===== config.mk =====
export PLATFORM = sky130hd
export DESIGN_NAME = load_store_unit
export DESIGN_NICKNAME = d
export VERILOG_FILES = /design/src/rtl/load_store_unit.sv
export SDC_FILE = /design/constraint.sdc
export NUM_CORES = 1
export LEC_CHECK = 0
export CORE_MARGIN = 5
export CORE_UTILIZATION = 45
export DETAILED_ROUTE_END_ITERATION = 7
export PLACE_DENSITY = 0.8
export RECOVER_POWER = 25
export SYNTH_ARGS = -nofsm -noshare
export SYNTH_HDL_FRONTEND = slang
export SYNTH_SLANG_ARGS = --single-unit
export TNS_END_PERCENT = 30

===== constraint.sdc =====
create_clock -name i_clk -period 5.1 [get_ports i_clk]
set_input_delay 1.02 -clock i_clk [delete_from_list [all_inputs] [get_ports i_clk]]
set_output_delay 1.02 -clock i_clk [all_outputs]
set_load 0.005 [all_outputs]

===== src/rtl/load_store_unit.sv =====
// Load/store unit: turns a core load/store into one word-aligned valid/ready bus
// transaction with byte enables, extends load data and stalls the core meanwhile.
module load_store_unit #(
  parameter int unsigned TIMEOUT_CYCLES = 255
) (
  input  logic        i_clk,
  input  logic        i_arst,
  input  logic        i_memRead,
  input  logic        i_memWrite,
  input  logic [2:0]  i_funct3,
  input  logic [31:0] i_address,
  input  logic [31:0] i_storeData,
  output logic        o_stall,
  output logic [31:0] o_loadData,
  output logic        o_loadValid,
  output logic        o_fault,
  output logic        o_memValid,
  input  logic        i_memReady,
  output logic        o_memWrite,
  output logic [31:0] o_memAddress,
  output logic [3:0]  o_memByteEnable,
  output logic [31:0] o_memWriteData,
  input  logic        i_memRespValid,
  input  logic [31:0] i_memRespData
);

  typedef enum logic [1:0] {IDLE, REQUEST, RESPONSE, DONE} state_e;

  localparam logic [9:0] TIMEOUT_LAST = 10'(TIMEOUT_CYCLES - 1);

  state_e      state_q;
  logic [9:0]  cnt_q;
  logic [2:0]  funct3_q;
  logic [1:0]  lane_q;
  logic        mem_valid_q;
  logic        mem_write_q;
  logic [31:0] mem_addr_q;
  logic [3:0]  mem_be_q;
  logic [31:0] mem_wdata_q;
  logic [31:0] load_data_q;
  logic        load_valid_q;
  logic        to_fault_q;

  logic        req_s;
  logic        illegal_s;
  logic        timeout_s;
  logic [3:0]  be_s;
  logic [31:0] wdata_s;

  // Shift the addressed lane down, then sign- or zero-extend by access size.
  function automatic logic [31:0] extend_load(input logic [2:0]  f3,
                                              input logic [1:0]  lane,
                                              input logic [31:0] word);
    logic [31:0] sh;
    sh = word >> {lane, 3'b000};
    case (f3)
      3'b000:  extend_load = {{24{sh[7]}}, sh[7:0]};
      3'b001:  extend_load = {{16{sh[15]}}, sh[15:0]};
      3'b100:  extend_load = {24'h000000, sh[7:0]};
      3'b101:  extend_load = {16'h0000, sh[15:0]};
      default: extend_load = word;
    endcase
  endfunction

  assign req_s     = i_memRead | i_memWrite;
  assign timeout_s = (cnt_q == TIMEOUT_LAST);

  // Legality check and lane mapping for the request currently offered in IDLE.
  always_comb begin
    illegal_s = 1'b0;
    be_s      = 4'b0000;
    wdata_s   = i_storeData;
    case (i_funct3)
      3'b000, 3'b100: begin
        illegal_s = i_memWrite & i_funct3[2];
        be_s      = 4'b0001 << i_address[1:0];
        wdata_s   = {4{i_storeData[7:0]}};
      end
      3'b001, 3'b101: begin
        illegal_s = i_address[0] | (i_memWrite & i_funct3[2]);
        be_s      = i_address[1] ? 4'b1100 : 4'b0011;
        wdata_s   = {2{i_storeData[15:0]}};
      end
      3'b010: begin
        illegal_s = |i_address[1:0];
        be_s      = 4'b1111;
        wdata_s   = i_storeData;
      end
      default: begin
        illegal_s = 1'b1;
        be_s      = 4'b0000;
        wdata_s   = i_storeData;
      end
    endcase
    if (i_memRead && i_memWrite) begin
      illegal_s = 1'b1;
    end else begin
      illegal_s = illegal_s;
    end
  end

  assign o_stall = ((state_q == IDLE) & req_s & ~illegal_s)
                 | (state_q == REQUEST) | (state_q == RESPONSE);
  assign o_fault = ((state_q == IDLE) & req_s & illegal_s) | to_fault_q;

  assign o_memValid      = mem_valid_q;
  assign o_memWrite      = mem_write_q;
  assign o_memAddress    = mem_addr_q;
  assign o_memByteEnable = mem_be_q;
  assign o_memWriteData  = mem_wdata_q;
  assign o_loadData      = load_data_q;
  assign o_loadValid     = load_valid_q;

  // Transaction FSM with all bus and result outputs registered.
  always_ff @(posedge i_clk or posedge i_arst) begin
    if (i_arst) begin
      state_q      <= IDLE;
      cnt_q        <= 10'd0;
      funct3_q     <= 3'b000;
      lane_q       <= 2'b00;
      mem_valid_q  <= 1'b0;
      mem_write_q  <= 1'b0;
      mem_addr_q   <= 32'h0000_0000;
      mem_be_q     <= 4'b0000;
      mem_wdata_q  <= 32'h0000_0000;
      load_data_q  <= 32'h0000_0000;
      load_valid_q <= 1'b0;
      to_fault_q   <= 1'b0;
    end else begin
      case (state_q)
        IDLE: begin
          load_valid_q <= 1'b0;
          to_fault_q   <= 1'b0;
          if (req_s && !illegal_s) begin
            cnt_q       <= 10'd0;
            funct3_q    <= i_funct3;
            lane_q      <= i_address[1:0];
            mem_valid_q <= 1'b1;
            mem_write_q <= i_memWrite;
            mem_addr_q  <= {i_address[31:2], 2'b00};
            mem_be_q    <= be_s;
            mem_wdata_q <= wdata_s;
            state_q     <= REQUEST;
          end
        end
        REQUEST: begin
          // A handshake on the last allowed cycle still completes normally.
          if (i_memReady) begin
            mem_valid_q <= 1'b0;
            cnt_q       <= cnt_q + 10'd1;
            state_q     <= mem_write_q ? DONE : RESPONSE;
          end else if (timeout_s) begin
            mem_valid_q <= 1'b0;
            to_fault_q  <= 1'b1;
            load_data_q <= 32'h0000_0000;
            state_q     <= DONE;
          end else begin
            cnt_q <= cnt_q + 10'd1;
          end
        end
        RESPONSE: begin
          if (i_memRespValid) begin
            load_data_q  <= extend_load(funct3_q, lane_q, i_memRespData);
            load_valid_q <= 1'b1;
            state_q      <= DONE;
          end else if (timeout_s) begin
            to_fault_q  <= 1'b1;
            load_data_q <= 32'h0000_0000;
            state_q     <= DONE;
          end else begin
            cnt_q <= cnt_q + 10'd1;
          end
        end
        DONE: begin
          load_valid_q <= 1'b0;
          load_data_q  <= 32'h0000_0000;
          to_fault_q   <= 1'b0;
          state_q      <= IDLE;
        end
        default: begin
          mem_valid_q <= 1'b0;
          state_q     <= IDLE;
        end
      endcase
    end
  end

endmodule


======== Word-level counts from Yosys, hierarchy flattened ========
Cells that the tools add are included.
operators by class
  bitwise gates (word level) .............. 10
  $add $sub $neg .......................... 1
  shifts and indexed selects .............. 2
  equal/unequal tests ..................... 16
  reductions and logical operators ........ 20
  mux-type cells .......................... 31
operator list
  operator               count
  $pmux 32 s4            1
  $mux 32                3
  $pmux 32 s3            1
  $pmux 32 s2            1
  $mux 10                4
  $shr 32x5->16          1
  $pmux 10 s3            1
  $eq 3x3->1 const B     4
  $pmux 4 s3             1
  $add 10x1->10 const B  1
  $eq 10x8->1 const B    1
  $mux 1                 9
  $mux 2                 4
  $pmux 2 s4             1
  $reduce_and 2->1       4
  $reduce_or 2->1        4
  $eq 3x1->1 const B     2
  $logic_not 3->1        2
  $ne 2x2->1 const B     3
  $pmux 1 s3             2
  $reduce_and 3->1       2
  $reduce_bool 3->1      2
  $or 1x1->1             5
  $and 1x1->1            4
  other kinds (13)       17
word-level totals
  bits in registers ....................... 119
  bits of input ports ..................... 105

======== Longest topological paths before layout ========
  word-level depth ........................ 8
  depth in mapped cells ................... 8
  gate-level depth less buffers ........... 7

======== Worst setup path before layout ========
Ideal clock, no wire load.
  path kind ............................... input -> output
  start ................................... input port i_funct3[0]
  end ..................................... output port o_stall
  path slack .............................. 1879 ps
  data required time ...................... 4080 ps
  stages .................................. 7
  data arrival time ....................... 2201 ps
  path through ............................ clkbuf_1 a21oi_1 or2_2 nand3_1 buf_4 clkbuf_1 nand2_1
on the way
  longest elaborated chain between the ends .. 8
  elaborated cells on any way between the ends .. 13
  those cells by class .................... 4 x eq/ne; 2 x mux; 4 x bitwise; 3 x reduce/logical
ends and longest elaborated chain
  what                                line  source
  start: declaration                  10    input logic [2:0] i_funct3,
  $eq 3x1->1 (tied with other cells)  73    case (i_funct3)
  $reduce_or 2->1                     73
  $pmux 1 s3 *                        73
  $mux 1 *                            95    if (i_memRead && i_memWrite) begin
  $not 1->1 *                         102   assign o_stall = ((state_q == IDLE) & req_s & ~illegal_s)
  $and 1x1->1 *                       102
  $or 1x1->1 * (2 in series)          103   | (state_q == REQUEST) | (state_q == RESPONSE);
  end: declaration                    13    output logic o_stall,
Every way passes the cells marked *; elsewhere a longest branch is shown, timed or not.

======== Worst setup path in the final report ========
  start ................................... input port i_funct3[0]
  end ..................................... output port o_fault
on the way
  longest elaborated chain between the ends .. 6
  elaborated cells on any way between the ends .. 11
  those cells by class .................... 4 x eq/ne; 2 x mux; 2 x bitwise; 3 x reduce/logical
ends and longest elaborated chain
  what                                line  source
  $eq 3x1->1 (tied with other cells)  73
  $reduce_or 2->1                     73
  $pmux 1 s3 *                        73
  $mux 1 *                            95
  $and 1x1->1 *                       104   assign o_fault = ((state_q == IDLE) & req_s & illegal_s) | to_fault_q;
  $or 1x1->1 *                        104
  end: declaration                    16    output logic o_fault,
Marks and branches as above.

==> results.yml <==
finish:
  layout-area-overhead-vs-synth_pct: 45.3
  fin_util: 0.673
  nets: 865
  diodes: 0
  drive_above_1_share: 0.123
placed_design:
  io_buffer_count: 207
  place_hpwl_um: 13100
  place_congestion: 0.861
  post-place-ws_ns: 1.19
power:
  peakVddDrop_uv: 334
  switchingPower_mw: 1.53
  p_per_area_nw_per_um2: 543
  p_comb_frac: 0.422
  switching_share: 0.330
  power_frac_clock: 0.228
  p_leak_nw: 3.69
  power.total_mw: 4.65
  p_int_mw: 3.11
  p_seq_frac: 0.350
cts:
  cts_buffer_depth: 2
  post_cts_buffers: 0
  h-tree-depth: 4
  clk_pin_slew_ns: 0.05
  cts_buffers: 17
  hold_buffers: 0
  clock_latency_ns: 0.41
  root_buffer: "clkbuf_16"
  cts_tree: "done"
  cts_resized: 0
  clkSinkCount: 119
synthesis:
  synth_top_cell_by_area: "dfrtp_1"
  synth-seq-cells: 119
  synthesis.area_sq_um: 5890
  ys.warnings.count: 0
  syn_avg_cell_area_sq_um: 10.7
  synth_edf_count: 0
  ys_seq_area_frac: 0.505
  synth_cell_types: 56
  synth_xor_xnor_area_share: 0
  synthSimpleGateAreaFrac: 0.103
  yosys_most_used_dff: "dfrtp_1"
  synthTopCellsByArea: "dfrtp_1 (51%), mux2_2 (8.2%), mux2i_1 (6.6%)"
  synth-async-reset-ratio: 1.00
  synthMuxAreaShare: 0.159
  synth_common_cells: "dfrtp_1 (119), nand2_1 (69), o21ai_0 (59)"
  synth_top_family_by_area: "compound AO/OA/AOI/OAI gates"
  post-synth-top-area-fraction: 0.505
  syn_inst: 553
  synthAdderAreaFrac: 0.0170
  yosysMostFrequentCell: "dfrtp_1"
  synth-compound-area-share: 0.171
floorplanning:
  io_pins: 210
  die_area_sq_um: 15500
  die_h_um: 124
  rows: 41
  start_util: 0.463
  coreArea_sq_um: 12700
  die_w_um: 124
sta:
  setup_tns_ns: 0
  hold_viol_final: 0
  finalSetupViolCount: 0
  maxSlewHeadroom: -0.562
  rsz0062_at_grt: "no"
  final_max_slew_viol_count: 53
  worstMarginPinSlew_ns: 2.33
  setup_ws_ns: 1.20
  clock_skew_ns: 0.00626
  hold_ws_ns: 0.473
  fin_crit_sh: 0.765
  max_freq_mhz: 256
  period_needed_ns: 3.90
setup_path:
  worst-setup-path-type: "primary input to output pin"
  max_stage_delay_ns: 0.45
  r2r_end: "o_loadData[19]"
  cp_cell_sequence: "clkdlybuf4s50_1, buf_4, nor4_1, nor2_1, o31ai_1, o21bai_1, clkdlybuf4s50_1"
  critPathMaxFanout: 15
  worstPathRequired_ns: 4.08
  startpoint_type: "primary input"
  worstPathArrival_ns: 2.88
  reg2reg_from: "state_q[1]"
  reg2reg_depth: 7
  end_kind: "output pin"
  r2r_slack_ns: 2.35
  slowest_stage: "clkdlybuf4s50_1"
  crit_top_cell: "clkdlybuf4s50_1"
worst_hold_path:
  holdCritPathClass: "flip-flop to flip-flop"
  whs_path_depth: 2
  hold_start: "o_loadData[5]"
  holdPathEnd: "o_loadData[5]"
grt:
  grt_pass1_wl_um: 28800
  grt_max_degree: 101
  grt_pass1_vias: 5370
  grt_util_all_layers: 0.229
  antenna_found_initial: 0
  overflow: 0
detailed_routing:
  drcViolationCount: 0
  firstDrtPassIters: 4
  drt-initial-drc-count: 320
  routed-via-count: 5178
  routed_via_density: 5.54
  postRouteAntennaNets: 0
  totalWireLength_um: 17600
  routedWlPerCell_um: 18.8
outcome:
  violations: "max-capacitance violations, max-slew violations"
  status: "finished, violations left"
flow_run:
  max-cap-violations: 1
## critical path, delay by kind of cell
family | cells | cell delay [ns]
simple gates | 2 | 0.44
compound gates | 2 | 0.34
buf+inv | 3 | 1.07
## logic make-up after synthesis
logic type | after synthesis
compound gates | 155
fa+ha+maj | 8
buf+inv | 48
flops | 119
mux | 86
other cells | 1
simple gates | 136
## layer usage
layer,wire [um],up-vias,GRT usage
met3,1940,29,0.119
met1,6740,2520,0.259
met5,0,-,0
met4,384,0,0.0767
li1,-,2405,-
met2,8510,224,0.375
## per-stage QoR
step                      std cells  instance area (sq um)
after detailed placement        905                   8040
after CTS                       934                   8570
after floorplan                 554                   5900
final                           934                   8560
after global placement          905                   8040
after global routing            934                   8560
## registers in the layout, indices dropped and copies added, names as in the netlist, 2 cells and up
name,count
o_memWriteData,32
lane_q,2
state_q,2
cnt_q,10
o_loadData,32
o_memByteEnable,4
funct3_q,3
o_memAddress,30
## power by group through the flow
stage,clock [mW],sequential [mW],combinational (mW)
2_1_floorplan,0,1.56,0.947
3_3_place_gp,0,1.61,1.92
3_5_place_dp,0,1.64,1.96
4_1_cts,1.08,1.63,1.98
5_1_grt,1.13,1.68,2.15
6_report,1.06,1.62,1.96
## area by class of cell
cell class / count / area, sq um
fillers: 1027 / 4160
flip-flops and latches: 119 / 2980
multi-input cells: 387 / 2670
repair buffers: 214 / 2120
clock buffers: 25 / 505
well taps: 172 / 215
inverters: 13 / 50.0
clock inverters: 4 / 20.0
## worst max path at each step
stage	slack, ns	from	depth (start not counted)	to
finish	1.20	i_funct3[0]	7	o_fault
global route	1.04	i_funct3[0]	7	o_fault
CTS	1.18	i_funct3[0]	7	o_fault
detailed placement	1.19	i_funct3[0]	7	o_fault
global placement	1.22	i_funct3[0]	7	o_fault
floorplan	0.92	i_arst	1	cnt_q[0]
## placed cells by master (no fill, tap or decap), drive strengths merged, types with 2 or more instances in the layout
cell	Yosys	routed
a2111oi	2	2
a21o	3	3
a21oi	35	35
a221o	16	16
a22o	2	2
a22oi	2	2
a31oi	6	6
and2	2	2
and3	2	2
buf	19	4
clkbuf	16	28
clkdlybuf4s50	0	205
clkinv	0	4
conb	1	2
dfrtp	119	119
dlygate4sd3	0	2
ha	8	8
inv	13	12
mux2	46	46
mux2i	39	39
nand2	69	69
nand2b	5	5
nand3	9	9
nand4	3	3
nor2	30	30
nor2b	4	4
nor3	4	4
o211ai	3	3
o21ai	62	62
o21bai	3	3
o221ai	7	7
o22ai	3	3
o2bb2ai	3	3
or2	2	2
or3	2	2
Power figures use the tool's default switching activity.
